[config.mk]
export PLATFORM = sky130hd
export DESIGN_NAME = mem_bus_arbiter
export DESIGN_NICKNAME = d
export VERILOG_FILES = /design/src/rtl/mem_bus_pkg.sv /design/src/rtl/mem_req_buffer.sv /design/src/rtl/mem_bus_arbiter.sv
export SDC_FILE = /design/constraint.sdc
export NUM_CORES = 1
export LEC_CHECK = 0
export BUFFER_PORTS_ARGS = -buffer_cell sky130_fd_sc_hd__clkbuf_2
export CORE_MARGIN = 1
export CORE_UTILIZATION = 48
export CTS_CLUSTER_SIZE = 20
export DETAILED_ROUTE_END_ITERATION = 16
export PLACE_DENSITY = 0.77
export SYNTH_ARGS = -nofsm -noshare
export SYNTH_HDL_FRONTEND = slang
export SYNTH_SLANG_ARGS = --single-unit
[constraint.sdc]
create_clock -name clk -period 7.6 [get_ports clk]
set_input_delay 0.38 -clock clk [delete_from_list [all_inputs] [get_ports clk]]
set_output_delay 0.38 -clock clk [all_outputs]
set_load 0.03 [all_outputs]
[src/rtl/mem_bus_pkg.sv]
// Shared definitions for the memory bus arbiter slice.
//
// Contents:
//   arb_state_e   - arbiter FSM states (IDLE, ISSUE, WAIT_RESP, RESP)
//   PORT0/PORT1   - upstream port indices (instruction cache, data cache)
//   *_off()       - bit offsets of each field inside a packed request-buffer
//                   entry laid out as {addr, wdata, we, be}, LSB first = be
//   buf_width()   - total width of one packed request-buffer entry
package mem_bus_pkg;

    typedef enum logic [1:0] {
        IDLE      = 2'd0,
        ISSUE     = 2'd1,
        WAIT_RESP = 2'd2,
        RESP      = 2'd3
    } arb_state_e;

    localparam logic PORT0 = 1'b0;
    localparam logic PORT1 = 1'b1;

    localparam int BE_OFF = 0;

    function automatic int we_off(input int data_w);
        return data_w / 8;
    endfunction

    function automatic int wdata_off(input int data_w);
        return (data_w / 8) + 1;
    endfunction

    function automatic int addr_off(input int data_w);
        return (data_w / 8) + 1 + data_w;
    endfunction

    function automatic int buf_width(input int addr_w, input int data_w);
        return addr_off(data_w) + addr_w;
    endfunction

endpackage

[src/rtl/mem_req_buffer.sv]
// One-entry capture buffer for a single upstream cache port.
//
// A one-cycle request pulse is stored whenever the buffer is empty; the
// arbiter empties it again once the matching response is returned.
//
// Ports:
//   clk, reset        - clock, asynchronous active-high reset
//   req               - request pulse from the cache
//   addr/wdata/we/be  - request fields captured together with req
//   clear             - arbiter finished with the stored request
//   valid             - buffer holds a request
//   gnt               - buffer empty, a request this cycle will be captured
//   buf_*             - stored request fields
module mem_req_buffer
    import mem_bus_pkg::*;
#(
    parameter int ADDR_W = 32,
    parameter int DATA_W = 32
) (
    input  logic                clk,
    input  logic                reset,
    input  logic                req,
    input  logic [ADDR_W-1:0]   addr,
    input  logic [DATA_W-1:0]   wdata,
    input  logic                we,
    input  logic [DATA_W/8-1:0] be,
    input  logic                clear,
    output logic                valid,
    output logic                gnt,
    output logic [ADDR_W-1:0]   buf_addr,
    output logic [DATA_W-1:0]   buf_wdata,
    output logic                buf_we,
    output logic [DATA_W/8-1:0] buf_be
);

    localparam int BE_W    = DATA_W / 8;
    localparam int WE_O    = we_off(DATA_W);
    localparam int WDATA_O = wdata_off(DATA_W);
    localparam int ADDR_O  = addr_off(DATA_W);
    localparam int BUF_W   = buf_width(ADDR_W, DATA_W);

    logic [BUF_W-1:0] entry;

    // Clear can only arrive while the buffer is full, when gnt is low, so it
    // never competes with a capture in the same cycle.
    always_ff @(posedge clk or posedge reset) begin
        if (reset) begin
            valid <= 1'b0;
            entry <= '0;
        end else if (clear) begin
            valid <= 1'b0;
        end else if (req && !valid) begin
            valid <= 1'b1;
            entry <= {addr, wdata, we, be};
        end
    end

    assign gnt       = ~valid;
    assign buf_be    = entry[BE_OFF +: BE_W];
    assign buf_we    = entry[WE_O];
    assign buf_wdata = entry[WDATA_O +: DATA_W];
    assign buf_addr  = entry[ADDR_O +: ADDR_W];

endmodule

[src/rtl/mem_bus_arbiter.sv]
// Merges the instruction- and data-cache memory ports onto one memory bus.
//
// Each cache port owns a one-entry request buffer. A round-robin arbiter
// picks a buffered request, presents it on the bus, waits for the response
// (or a timeout) and returns it to the originating port. Only one memory
// transaction is outstanding at a time.
//
// Ports:
//   clk, reset                 - clock, asynchronous active-high reset
//   mN_addr_i/wdata_i/we_i/be_i- request fields from cache port N
//   mN_req_i                   - request pulse, captured when mN_gnt_o=1
//   mN_gnt_o                   - port N buffer empty
//   mN_rdata_o/rvalid_o/error_o- registered response to port N
//   mem_addr_o/wdata_o/we_o/be_o - registered request fields to memory
//   mem_req_o                  - request, held until mem_gnt_i
//   mem_gnt_i                  - memory accepted the request
//   mem_rdata_i/rvalid_i/error_i - memory response
module mem_bus_arbiter
    import mem_bus_pkg::*;
#(
    parameter int ADDR_W  = 32,
    parameter int DATA_W  = 32,
    parameter int TIMEOUT = 255
) (
    input  logic                clk,
    input  logic                reset,

    input  logic [ADDR_W-1:0]   m0_addr_i,
    input  logic [DATA_W-1:0]   m0_wdata_i,
    input  logic                m0_we_i,
    input  logic [DATA_W/8-1:0] m0_be_i,
    input  logic                m0_req_i,
    output logic                m0_gnt_o,
    output logic [DATA_W-1:0]   m0_rdata_o,
    output logic                m0_rvalid_o,
    output logic                m0_error_o,

    input  logic [ADDR_W-1:0]   m1_addr_i,
    input  logic [DATA_W-1:0]   m1_wdata_i,
    input  logic                m1_we_i,
    input  logic [DATA_W/8-1:0] m1_be_i,
    input  logic                m1_req_i,
    output logic                m1_gnt_o,
    output logic [DATA_W-1:0]   m1_rdata_o,
    output logic                m1_rvalid_o,
    output logic                m1_error_o,

    output logic [ADDR_W-1:0]   mem_addr_o,
    output logic [DATA_W-1:0]   mem_wdata_o,
    output logic                mem_we_o,
    output logic [DATA_W/8-1:0] mem_be_o,
    output logic                mem_req_o,
    input  logic [DATA_W-1:0]   mem_rdata_i,
    input  logic                mem_gnt_i,
    input  logic                mem_rvalid_i,
    input  logic                mem_error_i
);

    localparam int BE_W  = DATA_W / 8;
    localparam int CNT_W = (TIMEOUT > 0) ? $clog2(TIMEOUT + 1) : 1;
    localparam bit TIMEOUT_EN = (TIMEOUT != 0);
    localparam logic [CNT_W-1:0] CNT_LAST = (TIMEOUT > 0) ? CNT_W'(TIMEOUT - 1) : CNT_W'(0);

    arb_state_e          state;
    arb_state_e          state_next;
    logic                last_grant;
    logic                sel;
    logic                issue_sel;
    logic                issue_load;
    logic                resp_take;
    logic [DATA_W-1:0]   resp_rdata;
    logic                resp_error;
    logic [CNT_W-1:0]    cnt;
    logic [CNT_W-1:0]    cnt_next;

    logic                b0_valid;
    logic                b0_gnt;
    logic [ADDR_W-1:0]   b0_addr;
    logic [DATA_W-1:0]   b0_wdata;
    logic                b0_we;
    logic [BE_W-1:0]     b0_be;
    logic                b0_clear;

    logic                b1_valid;
    logic                b1_gnt;
    logic [ADDR_W-1:0]   b1_addr;
    logic [DATA_W-1:0]   b1_wdata;
    logic                b1_we;
    logic [BE_W-1:0]     b1_be;
    logic                b1_clear;

    // The in-flight port's buffer is released on the edge that enters RESP,
    // so that port can accept its next request during the RESP cycle.
    assign b0_clear = resp_take && (sel == PORT0);
    assign b1_clear = resp_take && (sel == PORT1);

    mem_req_buffer #(
        .ADDR_W (ADDR_W),
        .DATA_W (DATA_W)
    ) u_buf0 (
        .clk       (clk),
        .reset     (reset),
        .req       (m0_req_i),
        .addr      (m0_addr_i),
        .wdata     (m0_wdata_i),
        .we        (m0_we_i),
        .be        (m0_be_i),
        .clear     (b0_clear),
        .valid     (b0_valid),
        .gnt       (b0_gnt),
        .buf_addr  (b0_addr),
        .buf_wdata (b0_wdata),
        .buf_we    (b0_we),
        .buf_be    (b0_be)
    );

    mem_req_buffer #(
        .ADDR_W (ADDR_W),
        .DATA_W (DATA_W)
    ) u_buf1 (
        .clk       (clk),
        .reset     (reset),
        .req       (m1_req_i),
        .addr      (m1_addr_i),
        .wdata     (m1_wdata_i),
        .we        (m1_we_i),
        .be        (m1_be_i),
        .clear     (b1_clear),
        .valid     (b1_valid),
        .gnt       (b1_gnt),
        .buf_addr  (b1_addr),
        .buf_wdata (b1_wdata),
        .buf_we    (b1_we),
        .buf_be    (b1_be)
    );

    assign m0_gnt_o = b0_gnt;
    assign m1_gnt_o = b1_gnt;

    // Next-state logic. A response is taken either in WAIT_RESP, or in ISSUE
    // when the memory answers in the same cycle it grants. A timeout produces
    // an error response carrying zero data.
    always_comb begin
        state_next = state;
        issue_load = 1'b0;
        issue_sel  = PORT0;
        resp_take  = 1'b0;
        resp_rdata = '0;
        resp_error = 1'b0;
        cnt_next   = cnt;

        case (state)
            IDLE: begin
                if (b0_valid || b1_valid) begin
                    issue_load = 1'b1;
                    state_next = ISSUE;
                    if (b0_valid && b1_valid) begin
                        issue_sel = ~last_grant;
                    end else if (b1_valid) begin
                        issue_sel = PORT1;
                    end else begin
                        issue_sel = PORT0;
                    end
                end
            end

            ISSUE: begin
                if (mem_gnt_i) begin
                    cnt_next = '0;
                    if (mem_rvalid_i) begin
                        resp_take  = 1'b1;
                        resp_rdata = mem_rdata_i;
                        resp_error = mem_error_i;
                        state_next = RESP;
                    end else begin
                        state_next = WAIT_RESP;
                    end
                end
            end

            WAIT_RESP: begin
                cnt_next = cnt + CNT_W'(1);
                if (mem_rvalid_i) begin
                    resp_take  = 1'b1;
                    resp_rdata = mem_rdata_i;
                    resp_error = mem_error_i;
                    state_next = RESP;
                end else if (TIMEOUT_EN && (cnt == CNT_LAST)) begin
                    resp_take  = 1'b1;
                    resp_rdata = '0;
                    resp_error = 1'b1;
                    state_next = RESP;
                end
            end

            RESP: begin
                state_next = IDLE;
            end

            default: begin
                state_next = IDLE;
            end
        endcase
    end

    // State, arbitration history and the registered memory request. The
    // round-robin pointer only moves when both ports contended, so a lone
    // requester does not steal the next tie from the other port.
    always_ff @(posedge clk or posedge reset) begin
        if (reset) begin
            state       <= IDLE;
            last_grant  <= PORT1;
            sel         <= PORT0;
            cnt         <= '0;
            mem_req_o   <= 1'b0;
            mem_addr_o  <= '0;
            mem_wdata_o <= '0;
            mem_we_o    <= 1'b0;
            mem_be_o    <= '0;
        end else begin
            state <= state_next;
            cnt   <= cnt_next;
            if (issue_load) begin
                sel         <= issue_sel;
                mem_req_o   <= 1'b1;
                mem_addr_o  <= issue_sel ? b1_addr  : b0_addr;
                mem_wdata_o <= issue_sel ? b1_wdata : b0_wdata;
                mem_we_o    <= issue_sel ? b1_we    : b0_we;
                mem_be_o    <= issue_sel ? b1_be    : b0_be;
                if (b0_valid && b1_valid) begin
                    last_grant <= issue_sel;
                end
            end else if ((state == ISSUE) && mem_gnt_i) begin
                mem_req_o <= 1'b0;
            end
        end
    end

    // Response registers. Data and error are only updated for the port that
    // owns the response, so the other port keeps its last returned value.
    always_ff @(posedge clk or posedge reset) begin
        if (reset) begin
            m0_rvalid_o <= 1'b0;
            m0_error_o  <= 1'b0;
            m0_rdata_o  <= '0;
            m1_rvalid_o <= 1'b0;
            m1_error_o  <= 1'b0;
            m1_rdata_o  <= '0;
        end else begin
            m0_rvalid_o <= resp_take && (sel == PORT0);
            m1_rvalid_o <= resp_take && (sel == PORT1);
            if (resp_take && (sel == PORT0)) begin
                m0_rdata_o <= resp_rdata;
                m0_error_o <= resp_error;
            end
            if (resp_take && (sel == PORT1)) begin
                m1_rdata_o <= resp_rdata;
                m1_error_o <= resp_error;
            end
        end
    end

endmodule

== Word level (Yosys, flattened, before mapping) ==
Index checks and enable logic that the tools add are counted.
Storage, ports and cells
  register bits after elaboration: 290
  input port bits: 177
  output and inout port bits: 140
  word-level logic and storage cells: 88
Cells by class
  $add $sub $neg: 1
  equality and inequality tests: 7
  multiplexer cells: 36
  bitwise logic cells: 6
  reductions and logical operators: 19
Operators by type and width (count)
  $mux 32: 4
  $pmux 32 s2: 1
  $mux 1: 21
  $pmux 8 s2: 1
  $add 8x1->8 const B: 1
  $eq 8x8->1 const B: 1
  $mux 2: 4
  $mux 8: 1
  $pmux 2 s4: 1
  $reduce_and 2->1: 4
  $reduce_bool 2->1: 4
  $logic_and 1x1->1: 6
  $not 1->1: 6
  $eq 2x2->1 const B: 2
  $mux 4: 1
  $ne 2x2->1 const B: 2
  $pmux 1 s2: 2
  $ne 3x3->1 const B: 1
  $reduce_and 3->1: 1
  $eq 2x1->1 const B: 1
  $logic_not 1->1: 2
  $logic_not 2->1: 1
  $logic_or 1x1->1: 1

== Depth between registers and ports, before layout ==
  word-level depth: 7
  depth in mapped cells: 10
  depth with buffers taken out: 6

== By module ==
From an unflattened synthesis, not the netlist that was laid out.
Unflattened totals
  cell total of the unflattened synthesis: 864
  area total of the unflattened synthesis: 12095.4 um2
Modules (own cells, without submodules)
  mem_bus_arbiter: instances 1, cells an instance 562, area each 6895.4 um2, sequential area each 3754.9 um2
  mem_req_buffer: instances 2, cells an instance 151, area each 2600.0 um2, sequential area each 1751.7 um2

== Worst setup path before layout ==
Ideal clock, no wire load.
  path kind: flip-flop to flip-flop
  start point: register state[0]
  end point: register u_buf1.entry[0]
  library setup time: 125 ps
  data arrival time: 2092 ps
  required time: 7475 ps
  slack: 5383 ps
  stages on the path, launching flop included: 11
  path buffers: 4
  clock period less this slack: 2217 ps
  cells stage by stage: dfrtp_1 inv_1 ha_1 buf_6 a21o_1 o2bb2ai_2 a311o_1 buf_2 buf_6 buf_6 mux2_4
Between the ends
  cells in the longest elaborated chain, start to end: 5
  elaborated cells on any way between the ends: 6
  classes of those cells: eq/ne (2); mux (1); bitwise (1); reduce/logical (2)
Ends and longest elaborated chain
  from (decl): line mem_bus_arbiter.sv:64  | arb_state_e state;
  from (signal assigned): line mem_bus_arbiter.sv:221  | state <= state_next;
  $eq 2x2->1 or $eq 2x1->1 (tied branches): line mem_bus_arbiter.sv:152  | case (state)
  $pmux 1 s2 *: line mem_bus_arbiter.sv:152
  $logic_and 1x1->1 *: line mem_bus_arbiter.sv:95  | assign b1_clear = resp_take && (sel == PORT1);
  $not 1->1 (no line) *
  $reduce_and 2->1 (no line) *
  to (signal assigned): line mem_req_buffer.sv:54  | entry <= {addr, wdata, we, be};
  to (decl): line mem_req_buffer.sv:42  | logic [BUF_W-1:0] entry;
Every way passes the cells marked *; elsewhere a longest branch is shown, timed or not.
A chain may end at the register's enable or synchronous reset.

== Worst setup path after layout ==
  start point: register state[0]
  end point: register u_buf1.entry[55]
Same word-level chain as after synthesis.

==> metrics.txt <==
outcome=complete, no violations; gpl congestion=0.850; Primary FF master, synth=dfrtp_1; Final min period=3350 ps; period utilisation layout=44.1%; Critical R2R Launch=state[0]$_DFFE_PP0P_; final hold violations=0; largest net degree at the start of global routing=between 150 and 200; CP bufs+invs=2; clk_lat worst skew=550 ps; top post-synthesis cells by area=dfrtp_1, mux2_2, mux2i_1; CP top delay family=compound AO/OA/AOI/OAI gates; Die ar.=25500 um2; IR drop worst, VDD=~0.26 mV; total of max-cap violations=0; fmax=299 MHz; Worst Hold End=u_buf0.valid$_DFFE_PP0P_; DIE WIDTH=160 um; post-synthesis sequential area ratio=60.9%; final instance area=14800 um2; DRC viols=0; Root Buffer=clkbuf_16; syn nets=1115; Mapped Cells=933; Post-Syn Area per Cell=12.8 um2; CP max stage cell=a311o_2; layout cell share with drive strength beyond 1=approximately two fifths; Max Buffers Root-to-Sink=3; Via density=5.00; Starting Density=49.0%; gr ovfl total=0; hold wc startpoint=m0_req_i; postcts setup bufs=0; CTS buffer count=31; dpl hpwl=17.9 mm; # diodes=0; H-tree depth=1; Critical Path End Type=flop; final net count=1422; P&R area growth vs syn=24.3%; Yosys top cell area share=between 60% and 70%; placed inst area=13800 um2; drt total wl=between 20 and 30 mm; Post-CTS Resized=0; hold slack=54.3 ps; Synth cell types=37; initial antenna violation count=0; vias in the first global route=8264; final setup margin=4250 ps; Die Y-Extent=approximately 160 um; DR pass1 iterations=4; CTS clk-pin slew, worst paths=60 ps; flops & latches, synth=290; setup TNS=0 ps; Setup WS pre-CTS=between 4000 and 5000 ps; FF-to-FF setup slack=4250 ps; Final Max Slew Viols=0; Lkg Pwr=7.82 nW; PwrDens=447 nW/um2; crit-path max cell delay=880 ps; CP Max Fanout=37; Yosys top cell by area=dfrtp_1; Util after Layout=61.0%; 1st-iter DRT viols=411; Core ar.=24300 um2; Warnings, synthesis=0; number of flops mapped to enable cells by yosys=0; global-route wire length before repair=42.9 mm; RSZ-0062 raised after global routing=false; Worst Hold Depth=2; placed cell count=1531; critical path class=reg -> reg; IO Pins=317; Rel. slew slack=24.9%; Post-Synthesis Cell Area=11900 um2; worst reg2reg path depth=7; TritonCTS clock tree=done; Post-Layout Cell Count=1589; Site Rows=57; clock skew=between 9 and 10 ps; PnR Total Power=roughly 6.6 mW; clk sink count=290; Post-CTS Hold Buffers=0; arrival time worst endpoint=approximately 3800 ps; Critical Path, Cell by Cell=inv_1 > ha_1 > nand4_1 > o2bb2ai_2 > a311o_2 > buf_4 > mux2_2; final setup fails=0; HP Class=in -> reg; vias=~7.9k; CP Launch Type=flop; IO buf count=roughly 320; wire per inst=16.7 um; Worst EP required=8030 ps; asr flop ratio synth=between 90% and 100%; r2r endpoint=u_buf1.entry[55]$_DFFE_PP0P_; final antenna-violating net count=0; Worst Tran Pin Value=1120 ps; Total Routing Usage GR=21.0%
==> routing by layer <==
layer / routed length, um / part of all wire (%) / vias up / global-route usage [%]
met1: 10800 / 41 / 3887 / 26.0
met3: 1750 / 6.6 / 64 / 5.79
li1: - / - / 3766 / -
met5: 0 / 0 / - / 0
met4: 1010 / 3.8 / 0 / 8.09
met2: 13000 / 49 / 223 / 35.1
==> layout by cell type, fill, tap and decap left out, types with 4 or more instances in the layout <==
master	netlist	routed
clkbuf_2	0	316
dfrtp_1	289	289
mux2i_1	133	133
mux2_2	131	131
nand2_1	118	117
o21ai_0	79	78
inv_1	74	73
clkbuf_16	0	31
mux2_4	10	10
clkbuf_1	21	9
clkbuf_8	0	9
buf_4	0	8
nand3_1	6	5
ha_1	5	5
nand4_1	4	4
clkinv_2	0	4
==> sequential cells by signal, summed over array words and instances, names as in the netlist <==
name,flops
mem_we_o,1
mem_req_o,1
m1_error_o,1
mem_addr_o,32
mem_be_o,4
u_buf0.entry,69
u_buf1.entry,69
m0_error_o,1
m1_rvalid_o,1
last_grant,1
u_buf0.valid,1
m0_rvalid_o,1
mem_wdata_o,32
cnt,8
m0_rdata_o,32
u_buf1.valid,1
sel,1
state,2
m1_rdata_o,32
==> cell usage after synthesis, types with 2 or more instances <==
master	number
nand4_1	4
o21a_1	2
a21o_1	2
inv_1	74
a21oi_1	3
clkbuf_1	21
nand2_1	118
buf_6	3
mux2i_1	133
buf_2	26
ha_1	5
nor2b_1	2
and3_1	2
mux2_4	10
o31ai_1	3
o21ai_0	79
nor2_1	3
nand3_1	6
mux2_2	131
dfrtp_1	289
==> layout make-up <==
class,count,area [um2]
timing repair buffer,325,1660
clock inverter,9,105
sequential,290,7260
clock buffer,49,933
inverter,74,282
fill,1957,9500
tap,324,405
multi-input combinational,518,4180
==> cell families (layout without fill, tap and decap cells) <==
kind of cell             after synthesis  in the layout  synth area share [%]
AND/OR/NAND/NOR                      141            141                  4.83
AO/OA/AOI/OAI                         97             97                  4.52
buffers and inverters                125            457                  4.40
XOR/XNOR                               1              1                0.0735
flip-flops                           290            290                  60.9
multiplexers                         274            274                  24.8
adder cells (fa/ha/maj)                5              5                 0.525
==> power breakdown <==
part / leakage (nW) / total, mW / switching [mW] / internal [mW]
clock: 0.510 / 1.50 / 0.595 / 0.907
combinational: 3.66 / 2.53 / 1.54 / 0.997
sequential: 3.65 / 2.60 / 0.361 / 2.23
==> worst max-delay path by stage <==
stage	start	cells after the start	endpoint	slack, ps
2_1_floorplan	reset	1	cnt[0]$_DFFE_PP0P_	3370
3_3_place_gp	state[0]$_DFFE_PP0P_	7	u_buf1.entry[61]$_DFFE_PP0P_	4300
3_5_place_dp	state[0]$_DFFE_PP0P_	7	u_buf1.entry[55]$_DFFE_PP0P_	4240
4_1_cts	state[0]$_DFFE_PP0P_	7	u_buf1.entry[55]$_DFFE_PP0P_	4230
5_1_grt	state[0]$_DFFE_PP0P_	7	u_buf1.entry[64]$_DFFE_PP0P_	4000
6_report	state[0]$_DFFE_PP0P_	7	u_buf1.entry[55]$_DFFE_PP0P_	4250
No activity file was read; power rests on OpenSTA's default activity.
